--- config.mk ---
export PLATFORM = sky130hd
export DESIGN_NAME = keypad_scanner
export DESIGN_NICKNAME = d
export VERILOG_FILES = /design/src/rtl/keypad_scanner.sv
export SDC_FILE = /design/constraint.sdc
export NUM_CORES = 1
export LEC_CHECK = 0
export ABC_AREA = 1
export ABC_CLOCK_PERIOD_IN_PS = 1600
export BUFFER_PORTS_ARGS = -buffer_cell sky130_fd_sc_hd__buf_2
export CAP_MARGIN = 20
export CORE_MARGIN = 1.5
export CORE_UTILIZATION = 59
export DETAILED_ROUTE_END_ITERATION = 10
export PLACE_DENSITY = 0.79
export RECOVER_POWER = 25
export SYNTH_ARGS = -nofsm -noshare
export SYNTH_HDL_FRONTEND = slang
export SYNTH_SLANG_ARGS = --single-unit
export TNS_END_PERCENT = 5
--- constraint.sdc ---
create_clock -name clk -period 1.6 [get_ports clk]
set_input_delay 0.08 -clock clk [delete_from_list [all_inputs] [get_ports clk]]
set_output_delay 0.08 -clock clk [all_outputs]
set_load 0.05 [all_outputs]
--- src/rtl/keypad_scanner.sv ---
// ---------------------------------------------------------------------------
// keypad_scanner
//
// Row-scanning controller for a 4x4 matrix keypad. Drives one row low at a
// time, samples the synchronised columns once the row has settled, debounces
// a press, reports it as a one-cycle strobe plus 4-bit code, then waits for a
// debounced release before moving on to the next row.
//
// Parameters
//   SETTLE_CYCLES   : cycles a new row is driven before sampling (3..65535;
//                     must cover the 3-cycle column synchroniser path)
//   DEBOUNCE_CYCLES : consecutive stable cycles needed to accept a press
//                     and to accept a release (1..65535)
//
// Ports
//   clk         in   system clock, rising edge
//   rst         in   asynchronous active-high reset
//   col_data    in   [3:0] synchronised column levels, active-low
//   key_pressed in   high when col_data != 4'b1111
//   row_out     out  [3:0] row drive, active-low one-hot
//   key_code    out  [3:0] {row, col} of the last accepted key (sticky)
//   key_valid   out  one-cycle strobe marking a new key_code
//   key_held    out  high from acceptance until release is accepted
// ---------------------------------------------------------------------------
module keypad_scanner #(
  parameter int unsigned SETTLE_CYCLES   = 4,
  parameter int unsigned DEBOUNCE_CYCLES = 16
) (
  input  logic       clk,
  input  logic       rst,
  input  logic [3:0] col_data,
  input  logic       key_pressed,
  output logic [3:0] row_out,
  output logic [3:0] key_code,
  output logic       key_valid,
  output logic       key_held
);

  typedef enum logic [2:0] {
    SCAN_DRIVE   = 3'd0,
    SAMPLE       = 3'd1,
    DEBOUNCE     = 3'd2,
    REPORT       = 3'd3,
    WAIT_RELEASE = 3'd4
  } state_t;

  // Terminal counts; full 16-bit equality so the counter never wraps.
  localparam logic [15:0] SETTLE_LAST = 16'(SETTLE_CYCLES - 1);
  localparam logic [15:0] DB_LAST     = 16'(DEBOUNCE_CYCLES - 1);

  state_t      state_q, state_d;
  logic [1:0]  row_q, row_d;
  logic [15:0] cnt_q, cnt_d;
  logic [3:0]  cap_q, cap_d;
  logic [3:0]  row_out_q, row_out_d;
  logic [3:0]  key_code_q, key_code_d;
  logic        key_valid_q, key_valid_d;
  logic        key_held_q, key_held_d;

  // Active-low one-hot drive pattern for a row index.
  function automatic logic [3:0] row_drive(input logic [1:0] r);
    return ~(4'b0001 << r);
  endfunction

  // Lowest-numbered low column wins, so multi-column presses report the
  // smallest column index. A captured value always has a zero bit, the
  // all-ones fallthrough is unreachable.
  function automatic logic [1:0] col_idx(input logic [3:0] c);
    logic [1:0] idx;
    if      (!c[0]) idx = 2'd0;
    else if (!c[1]) idx = 2'd1;
    else if (!c[2]) idx = 2'd2;
    else            idx = 2'd3;
    return idx;
  endfunction

  // Column pattern still matches the one captured at SAMPLE.
  logic press_stable;
  assign press_stable = key_pressed && (col_data == cap_q);

  // Next row, used by every path that gives up on the current row.
  logic [1:0] row_next;
  assign row_next = row_q + 2'd1;

  always_comb begin
    state_d     = state_q;
    row_d       = row_q;
    cnt_d       = cnt_q;
    cap_d       = cap_q;
    row_out_d   = row_out_q;
    key_code_d  = key_code_q;
    key_held_d  = key_held_q;
    key_valid_d = 1'b0;

    unique case (state_q)
      SCAN_DRIVE: begin
        if (cnt_q == SETTLE_LAST) begin
          state_d = SAMPLE;
          cnt_d   = '0;
        end else begin
          cnt_d = cnt_q + 16'd1;
        end
      end

      SAMPLE: begin
        if (key_pressed) begin
          cap_d   = col_data;
          cnt_d   = '0;
          state_d = DEBOUNCE;
        end else begin
          row_d     = row_next;
          row_out_d = row_drive(row_next);
          cnt_d     = '0;
          state_d   = SCAN_DRIVE;
        end
      end

      DEBOUNCE: begin
        if (press_stable) begin
          if (cnt_q == DB_LAST) begin
            // Outputs are registered: load them on entry so the strobe is
            // high exactly during the REPORT cycle.
            state_d     = REPORT;
            cnt_d       = '0;
            key_valid_d = 1'b1;
            key_held_d  = 1'b1;
            key_code_d  = {row_q, col_idx(cap_q)};
          end else begin
            cnt_d = cnt_q + 16'd1;
          end
        end else begin
          // Bounce or release mid-debounce: drop it silently.
          row_d     = row_next;
          row_out_d = row_drive(row_next);
          cnt_d     = '0;
          state_d   = SCAN_DRIVE;
        end
      end

      REPORT: begin
        state_d = WAIT_RELEASE;
        cnt_d   = '0;
      end

      WAIT_RELEASE: begin
        if (key_pressed) begin
          cnt_d = '0;
        end else if (cnt_q == DB_LAST) begin
          key_held_d = 1'b0;
          row_d      = row_next;
          row_out_d  = row_drive(row_next);
          cnt_d      = '0;
          state_d    = SCAN_DRIVE;
        end else begin
          cnt_d = cnt_q + 16'd1;
        end
      end

      default: begin
        state_d   = SCAN_DRIVE;
        row_d     = 2'd0;
        row_out_d = row_drive(2'd0);
        cnt_d     = '0;
      end
    endcase
  end

  always_ff @(posedge clk or posedge rst) begin
    if (rst) begin
      state_q     <= SCAN_DRIVE;
      row_q       <= 2'd0;
      cnt_q       <= '0;
      cap_q       <= 4'b1111;
      row_out_q   <= 4'b1110;
      key_code_q  <= 4'h0;
      key_valid_q <= 1'b0;
      key_held_q  <= 1'b0;
    end else begin
      state_q     <= state_d;
      row_q       <= row_d;
      cnt_q       <= cnt_d;
      cap_q       <= cap_d;
      row_out_q   <= row_out_d;
      key_code_q  <= key_code_d;
      key_valid_q <= key_valid_d;
      key_held_q  <= key_held_d;
    end
  end

  assign row_out   = row_out_q;
  assign key_code  = key_code_q;
  assign key_valid = key_valid_q;
  assign key_held  = key_held_q;

endmodule

; ---- Word level (Yosys, flattened, before mapping)
; Index checks and enable logic that the tools add are counted.
[totals]
regBits = 35
inputBits = 7
out_inout_bits = 10
wordCells = 70
[classes]
n_reduce_logical = 9
add_sub_neg = 2
n_mux = 33
n_eq_ne = 15
bitwise_logic = 2
n_shift = 1
[op_table]
columns = op, n
row1 = $mux 16, 4
row2 = $pmux 16 s3, 1
row3 = $add 16x1->16 const B, 1
row4 = $eq 16x2->1 const B, 1
row5 = $eq 16x4->1 const B, 1
row6 = $mux 4, 4
row7 = $pmux 4 s4, 1
row8 = $mux 3, 5
row9 = $pmux 3 s5, 1
row10 = $mux 2, 7
row11 = $ne 2x2->1 const B, 7
row12 = $reduce_and 5->1, 2
row13 = $mux 1, 8
row14 = $pmux 2 s4, 1
row15 = $eq 3x2->1 const B, 2
row16 = $eq 4x4->1, 1
row17 = $not 4->4, 1
row18 = $reduce_and 4->1, 1
row19 = $shl 1x2->4 const A, 1
row20 = $eq 3x1->1 const B, 1
row21 = $eq 3x3->1 const B, 1
row22 = $logic_not 3->1, 1
row23 = $ne 3x3->1 const B, 1
row24 = $reduce_and 3->1, 1
row25 = other kinds (7), 7

; ---- Longest topological paths before layout
; Gate-level depths: netlist of the first run.
[depth]
word_depth = 6
mapped_depth = 9
ltp_nobuf = 9

; ---- Worst setup path after synthesis of the first run
; Ideal clock, no wire load.
[synth_path]
path_type = reg-to-reg
from = register cnt_q[0]
to = register cnt_q[4]
t_required_ns = 1.483
synth_period_minus_slack_ns = 1.440
setup_ns = 0.117
t_arrival_ns = 1.323
n_path_buf = 1
stages_incl_launch_ff = 9
slack_ns = 0.160
cell_sequence = dfrtp_1 -> ha_1 -> nand3_2 -> nor2_4 -> nand2_4 -> nand4_2 -> nand3_2 -> buf_6 -> and2_4
[synth_between]
elab_chain_len = 4
word_cells_on_any_way = 8
cone_classes = 1 x add/sub / 2 x eq/ne / 5 x mux
[synth_rtl]
columns = item, line_no
row1 = from (decl), 53  ; logic [15:0] cnt_q, cnt_d;
row2 = from (signal assigned), 181  ; cnt_q <= cnt_d;
row3 = $add 16x1->16 or $eq 16x4->1 (tied branches), --
row4 = $mux 16, "120, 148"
row5 = "$mux 16, on equally long branches", "146, 119"
row6 = $pmux 16 s3 (*), 95  ; unique case (state_q)
row7 = net cnt_d[4], 53
; Mark *: on every way through the listed nets, which the timed path passes. The rest lies on a longest branch.
; A chain may end at the register's enable or synchronous reset.

; ---- Worst setup path in the final report of the first run
[layout_path]
from = register cnt_q[4]
to = register key_code_q[0], in the netlist key_code[0]
[layout_between]
elab_chain_len = 2
[layout_rtl]
columns = item, line_no
row1 = $eq 16x4->1, 120  ; if (cnt_q == DB_LAST) begin
row2 = $reduce_and 3->1 (no line), --
row3 = to (signal assigned), 184  ; key_code_q <= key_code_d;
row4 = to (decl), 56  ; logic [3:0] key_code_q, key_code_d;
; Every way passes these cells.

==> impl_summary.md, run 1 <==
STA
After layout, the worst setup slack is 115 ps. The clock arrives with between 10 and 15 ps of skew. Setup total negative slack on the finished layout was measured at 0 ps. The post-route fraction of the period consumed by the critical path is between 90% and 100%. The count of endpoints failing hold in the final timing report is 0.

Derived from the worst setup path, the maximum achievable clock frequency is 0.674 GHz. Across all hold checks on the routed design, the worst slack comes to approximately 180 ps. At the pin with the least slew margin, the transition time is 850 ps. The worst slew slack as a fraction of its limit is 43.3%.

The routed design could run at a clock period as short as 1480 ps. Setup violations remaining at the end of the flow were counted as 0. Setup repair after global routing could not meet its margin everywhere. The final count of pins violating max slew is 0.

Place
At the placement stage, the worst setup path has a slack of -45.0 ps. The port buffer count is 16. The sum of net half-perimeters after detailed placement is 2780 µm. The area of placed instances is 2320 µm².

The final weighted congestion of routability-driven global placement is 0.778.

Worst setup path
The classification of the worst setup path is reg2reg. The largest fanout of any net on the critical path is 7. The startpoint type of the worst setup path is a register. The family with the most delay on the worst path is simple AND/OR/NAND/NOR gates. Among the stages of the critical path, the cell type that occurs most often is nand2_1. The required time reported for the critical path endpoint is 1840 ps. The setup check on the worst reg-to-reg path leaves a slack of about 120 ps. The buffering stage count on the worst path with inverters included is 2. In this design, the stage delay of the slowest critical-path cell is 440 ps. Walking the worst path, the cells encountered are nor2_1 > nand2_1 > nor2_4 > nand2_4 > buf_4 > inv_1 > nand3_4 > nand2_1 > o21ai_1. At the worst endpoint, the arrival time is 1720 ps. In this run the critical register-to-register path is captured at key_code[0]. The count of cells along the worst register-to-register path is 9. The largest individual stage delay along the critical path comes from the cell dfrtp_1. The launching point of the worst reg2reg path is cnt_q[4].

STA classifies the critical path endpoint as a register. The critical path depth in cells is 9.

Floorplan
Pin placement for this block handled 17 I/O pins. The effective utilization at floorplan is between 60% and 70%. The die span in y is between 60 and 70 µm.

Row generation in the floorplan step produced 21 rows. The total area inside the core boundary comes to 3390 µm². The die is 62.7 µm wide. The overall die area is between 3000 and 4000 µm².

Routing
The post-route antenna net violation count is 0. The routed wire length is 3910 µm. The first detailed-routing pass ran for 5 iterations. The DRC violation count after routing is 0.

The number of vias per cell after detailed routing is 4.78. The average wire per cell in the routed design is 11.0 µm. The detailed router finished its first iteration with 43 violations.

Across all layers, the routed design uses approximately 1700 vias.

Clocking
The total number of H-tree levels is 2. The tree is rooted in a clkbuf_4. The number of setup buffers added after CTS is 0. The buffer levels on the longest clock path is 2. The clock buffer count from CTS is 5. TritonCTS built the clock tree. For the worst-skew pair, the clock arrives at the later sink with an insertion delay of approximately 350 ps. The sink count of the clock tree is 35. Clock-pin slew was measured on the worst setup and hold paths at 110 ps.

Final layout
Compared with the post-synthesis result, the final layout area differs by 17.7%. The repair_antennas step left the layout with diodes totalling 0. The utilization after layout is 73.1%. The final net count is 319.

Cells with a size suffix above 1 make up 25.3% of the layout. The summed area of non-filler cells in the final layout is 2480 µm².

Status
The flow ran to the end, and the final reports show no timing, DRC or antenna violations.

Power
IR analysis of the VDD net gives a maximum drop of 493 µV. The ratio of total power to cell area is 768 nW/µm². The leakage power total is 1.41 nW.

Global route
The number of global-route vias before repair is 1669. For this run, the total global-route usage over all layers was measured as 22.8%. Entering global routing, the biggest net connects 36 pins. The initial antenna violation count is 0.

The first global-routing pass estimated 7020 µm of wire. Summed over all layers, the global routing overflow is 0.

Logic synthesis
The post-synthesis async set-or-reset flop share is 100%. In the post-synthesis netlist, the biggest area contributors are dfrtp_1 (33%), nand2_1 (13%), dfstp_2 (8.7%), inv_1 (8.0%), nor2_1 (4.5%). Synthesis handed over a netlist of roughly 270 instances.

The commonest cells after synthesis are nand2_1 (72), inv_1 (45), dfrtp_1 (28), nor2_1 (25), nand3_1 (15). dfrtp_1 takes more of the synthesized area than any other cell. The unique cell type count in the Yosys netlist is 27. After synthesis the netlist holds a flip-flop and latch count of 35. The most common cell in the netlist is nand2_1.

In this run the mean area of a mapped cell was between 7 and 8 µm². The total number of yosys warnings is 0. In this run, synthesis inferred 0 flip-flops with an integrated enable. The total nets after synthesis is 280. The most used flip-flop cell after synthesis is dfrtp_1. The total standard cell area after synthesis is 2100 µm². After synthesis, the largest area contributor takes up 33.3% of total cell area. The sequential area share after synthesis is 42.1%.

Min path
The worst hold path class is in2reg. The worst hold path begins at key_pressed. The sink of the worst hold path is key_held. Counting instances, the worst hold path has a depth of 4.

Job
Across the run, the number of max-cap violations was 0.
[cell usage in the layout, fill, tap and decap left out, drive strengths merged]
| master | instances |
|---|---|
| a211oi | 1 |
| a21o | 1 |
| a21oi | 3 |
| and2 | 13 |
| buf | 27 |
| clkbuf | 8 |
| clkinv | 1 |
| dfrtp | 28 |
| dfstp | 7 |
| dlygate4sd3 | 5 |
| ha | 5 |
| inv | 48 |
| nand2 | 76 |
| nand3 | 22 |
| nand4 | 5 |
| nor2 | 31 |
| nor3 | 1 |
| o21ai | 10 |
| o21bai | 6 |
| xnor2 | 2 |
| xor2 | 8 |
[timing repair]
action                                  4_1_cts  5_1_grt
hold buffers                                  5        0
endpoints found under the setup margin       13       26
gates resized for setup                       1       11
pin swaps                                     0        3
endpoints found under the hold margin        32        0
[metrics by stage]
step / total power [W] / std cells
2_1_floorplan: 0.00136 / 268
3_3_place_gp: 0.00143 / 341
3_5_place_dp: 0.00144 / 341
4_1_cts: 0.00191 / 354
5_1_grt: 0.00201 / 354
6_report: 0.00190 / 354
[metal layers]
layer | wire (µm) | global-route usage (%) | vias up
met1 | 1870 | 29.2 | 768
met4 | 52 | 9.17 | 0
met5 | 0 | 0 | -
li1 | - | - | 899
met3 | 102 | 4.32 | 5
met2 | 1880 | 38.3 | 20
[worst reg2reg max path, stage by stage (launching register included)]
cell,delay (ps)
dfrtp_1,440
nor2_1,110
nand2_1,120
nor2_4,150
nand2_4,80
buf_4,150
inv_1,90
nand3_4,110
nand2_1,70
o21ai_1,60
[logic make-up after synthesis]
group                    after synthesis  synth area share (%)
AND/OR/NAND/NOR                      148                  35.8
buffers and inverters                 49                  9.10
flip-flops                            35                  42.1
AO/OA/AOI/OAI                         21                  5.95
XOR/XNOR                              10                  4.16
adder cells (fa/ha/maj)                5                  2.97
[how the worst max path moves through the flow]
stage,start,end,slack [ps]
after floorplan,cnt_q[0],cnt_q[4],160
after global placement,cnt_q[0],cnt_q[6],20
after detailed placement,cnt_q[0],cnt_q[7],-50
after CTS,cap_q[1],row_q[0],7
after global routing,cap_q[1],key_held,-10
final,cnt_q[4],key_code[0],120
[power by group]
group	leakage (nW)	internal [W]	switching (W)	total (W)
logic	0.937	0.000143	0.000291	0.000434
registers	0.445	0.000966	0.0000375	0.00100
clock network	0.0293	0.000171	0.000292	0.000464
total	1.41	0.00128	0.000621	0.00190
[area by class of cell]
| type | count | area, µm² |
|---|---|---|
| clock buffers | 7 | 45.0 |
| well taps | 46 | 57.6 |
| multi-input cells | 184 | 1090 |
| flip-flops and latches | 35 | 885 |
| fillers | 258 | 913 |
| inverters | 48 | 180 |
| repair buffers | 33 | 218 |
| clock inverters | 1 | 5.00 |
[registers in the layout (all words and copies together) (netlist names)]
register,flops
key_held,1
state_q,3
cap_q,4
key_code,4
key_valid,1
cnt_q,16
row_q,2
row_out,4
No activity file was read; power rests on OpenSTA's default activity.
==> run 2: changes to the inputs <==
Settings changed: ABC_CLOCK_PERIOD_IN_PS 1600 to 1300, CORE_UTILIZATION 59 to 54, PLACE_DENSITY 0.79 to 0.76.
Clock period 1.6 ns to 1.3 ns, I/O delays scaled along.
==> impl_summary.md, run 2 (synthesized netlist as in run 1, its figures left out) <==
STA
The final count of pins violating max slew is 0 (unchanged). The setup skew after layout is 5.50 ps (-5.69 ps). The post-route fraction of the period consumed by the critical path is 118% (+25 points). The count of endpoints failing hold in the final timing report came to 0 (unchanged). The time the worst path needs with I/O delays and setup is 1530 ps (+49.6 ps). Setup repair after global routing could not meet its margin everywhere.

The post-route worst setup slack is -234 ps (-350 ps). The worst slew slack as a fraction of its limit is 43.5% (+0.23 points). The final number of setup-violating endpoints is 30 (+30). The transition time at the pin with the least slew margin is 847 ps (-3.44 ps). The highest clock frequency the design can meet is 0.652 GHz (-3.2%).

Place
The port buffer count is 16 (unchanged). The sum of net half-perimeters after detailed placement was 3110 µm (+12%). The worst setup slack before clock tree synthesis is -217 ps (-172 ps). The final weighted congestion of routability-driven global placement is 0.910 (+17%).

Final layout
The utilization after layout is 75.9% (+2.8 points). The final net count came to 342 (+7.2%). The proportion of layout cells with a drive suffix above 1 is 36.9% (+12 points). The most frequent standard cell in the layout excluding fill and tap cells is nand2_1.

The post-synthesis to final-layout area growth is 33.1%. The library cells used most frequently in the layout, excluding fill and tap cells, are nand2_1 (63), inv_1 (42), buf_4 (35), dfrtp_1 (28), nor2_1 (18). cnt_q holds more flip-flops than any other register.

The final-layout fill cell count is 276 (+7.0%). The flip-flop count of the largest register, all copies and words added came to 16 (unchanged). The number of antenna cells inserted was 0 (unchanged).

Floorplan
The I/O pin total came to 17 (unchanged). The core footprint is 3690 µm² (+8.8%). The die span in y is 65.4 µm (+4.3%). The effective utilization at floorplan is 57.0% (-5.0 points). The site row count is 22 (+4.8%). The overall die area is 4280 µm² (+8.8%).

The horizontal die dimension came to 65.4 µm (+4.3%).

Global route
The residual overflow from global routing is 0 (unchanged). The number of global-route vias before repair came to 1800 (+7.8%). The wire length of the first global-routing pass is 7540 µm (+7.4%). The initial antenna violation count came to 0 (unchanged). The aggregate global-route resource usage came to 23.1% (+0.29 points). The pin count of the biggest net entering global routing came to 36 (unchanged).

Job
The count of max-cap constraint violations is 0 (unchanged).

Routing
The total via count in the routed design came to 1865 (+10%). The number of vias per cell after detailed routing came to 4.92 (+3.0%). The post-route antenna net violation count is 0 (unchanged).

The number of iterations in the first detailed-routing pass is 4 (-1). The DRC violation count after routing is 0 (unchanged). The routed wire length was 4820 µm (+23%). The average wire per cell in the routed design is 12.7 µm (+15%). The initial detailed-routing violation count came to 85 (+98%).

Power
The internal cell power is 0.00186 W (+45%). The overall power of the completed layout is 0.00268 W (+41%). The leakage power total came to 1.55 nW (+9.7%). The switching power as a share of total power is 30.5% (-2.1 points). The worst supply voltage drop on vdd was 681 µV (+38%). The share of power burned in the clock network is 32.3% (+7.9 points). The ratio of total power to cell area is 958 nW/µm² (+25%). The combinational cell fraction of total power is 21.3% (-1.5 points).

The switching power summed over all nets came to 0.000818 W (+32%). The fraction of power consumed by sequential logic is 46.4% (-6.4 points).

Status
The run finished, with violations left. The final reports fail on negative setup slack.

Clocking
The clock insertion delay at the later pin of the skew report came to 290 ps (-60 ps). The buffer levels on the longest clock path came to 2 (unchanged). The clock tree root driver cell is clkbuf_8.

The clock buffer count from CTS is 5 (unchanged). The total number of H-tree levels is 2 (unchanged). TritonCTS built the clock tree. The sink count of the clock tree is 35 (unchanged).

The clock input transition at the sequential cells of the worst setup and hold paths came to 70 ps (-40 ps).

Worst setup path
The startpoint type of the worst setup path is a register. The element type at the critical path end is a register. The kind of cell with the highest combined delay along the critical path is simple AND/OR/NAND/NOR gates. The data arrival time at the worst-slack endpoint is 1770 ps (+50 ps).

The buffering stage count on the worst path with inverters included is 2 (unchanged). The largest fanout of any net on the critical path was 7 (unchanged). The critical path is of the reg2reg type. The delay contributed by the slowest stage of the critical path is 550 ps (+110 ps). The required time reported for the critical path endpoint is 1540 ps (-300 ps). Among the stages of the critical path, the cell type that occurs most often is nand2_2.

The critical-path cell with the highest stage delay is dfstp_2. Walking the worst path, the cells encountered are inv_2 > nand2_2 > nand2_2 > nor2_4 > buf_4 > nand4_4 > nand3_4 > and2_4.

Min path
The worst hold path class is in2reg.
-- run 2: cell types whose count changed in the layout (fill, tap and decap cells not counted), moves of 3 or more --
cell / before / now
buf_4: 11 / 35
clkbuf_4: 5 / 0
clkbuf_8: 0 / 7
dlygate4sd3_1: 5 / 1
inv_1: 45 / 42
inv_2: 3 / 6
nand2_1: 72 / 63
nand2_2: 2 / 9
nand3_4: 3 / 6
nor2_1: 21 / 18
nor2_4: 4 / 9
-- run 2: layer usage --
| layer | global-route usage, % | wire length [µm] | vias up |
|---|---|---|---|
| met5 | 0 | 0 | - |
| met4 | 7.29 | 54 | 0 |
| met3 | 6.51 | 137 | 7 |
| met2 | 41.6 | 2590 | 25 |
| met1 | 26.4 | 2030 | 891 |
| li1 | - | - | 942 |
-- run 2: timing repair --
action	4_1_cts	5_1_grt
gates resized for setup	8	26
endpoints found under the setup margin	30	31
setup buffers	1	3
endpoints found under the hold margin	28	0
hold buffers	1	0
gates cloned	1	0
pin swaps	7	15
-- run 2: power by group through the flow --
stage	registers [W]	logic, W	clock network, W
2_1_floorplan	0.00142	0.000256	0
3_3_place_gp	0.00126	0.000528	0
3_5_place_dp	0.00126	0.000538	0
4_1_cts	0.00124	0.000557	0.000882
5_1_grt	0.00125	0.000630	0.000929
6_report	0.00124	0.000571	0.000866
-- run 2: path summary, 6_finish.rpt --
kind | cells after the start | slack (ps) | from | end
max reg2reg | 8 | -230 | cap_q[1] | cnt_q[12]
max | 8 | -230 | cap_q[1] | cnt_q[12]
max in group asynchronous | 4 | 200 | rst | key_code[1]
min reg2reg | 2 | 480 | key_code[1] | key_code[1]
min in group asynchronous | 4 | 560 | rst | cnt_q[10]
min | 3 | 30 | col_data[3] | cap_q[3]
-- run 2: per-stage QoR --
step	std cells	hold slack [ps]	setup TNS [ps]	cell area, µm²
floorplan	268	196	-1240	2140
global placement	365	180	-4180	2520
detailed placement	365	183	-5020	2520
CTS	376	16.9	-4090	2690
global route	379	52.8	-7680	2800
finish	379	28.2	-5360	2800
-- run 2: worst reg2reg max path: cells and delay by family, from the launching register on --
kind | cells | cell delay, ps
AND/OR/NAND/NOR | 6 | 760
buffers and inverters | 2 | 180
flip-flops | 1 | 550
-- run 2: final cells by class --
type	count	area [µm²]	share of cell area [%]
Clock buffer	8	100	3.58
Tap cell	48	60.1	2.15
Multi-Input combinational cell	185	1190	42.6
Timing Repair Buffer	55	380	13.6
Sequential cell	35	885	31.6
Inverter	48	180	6.44
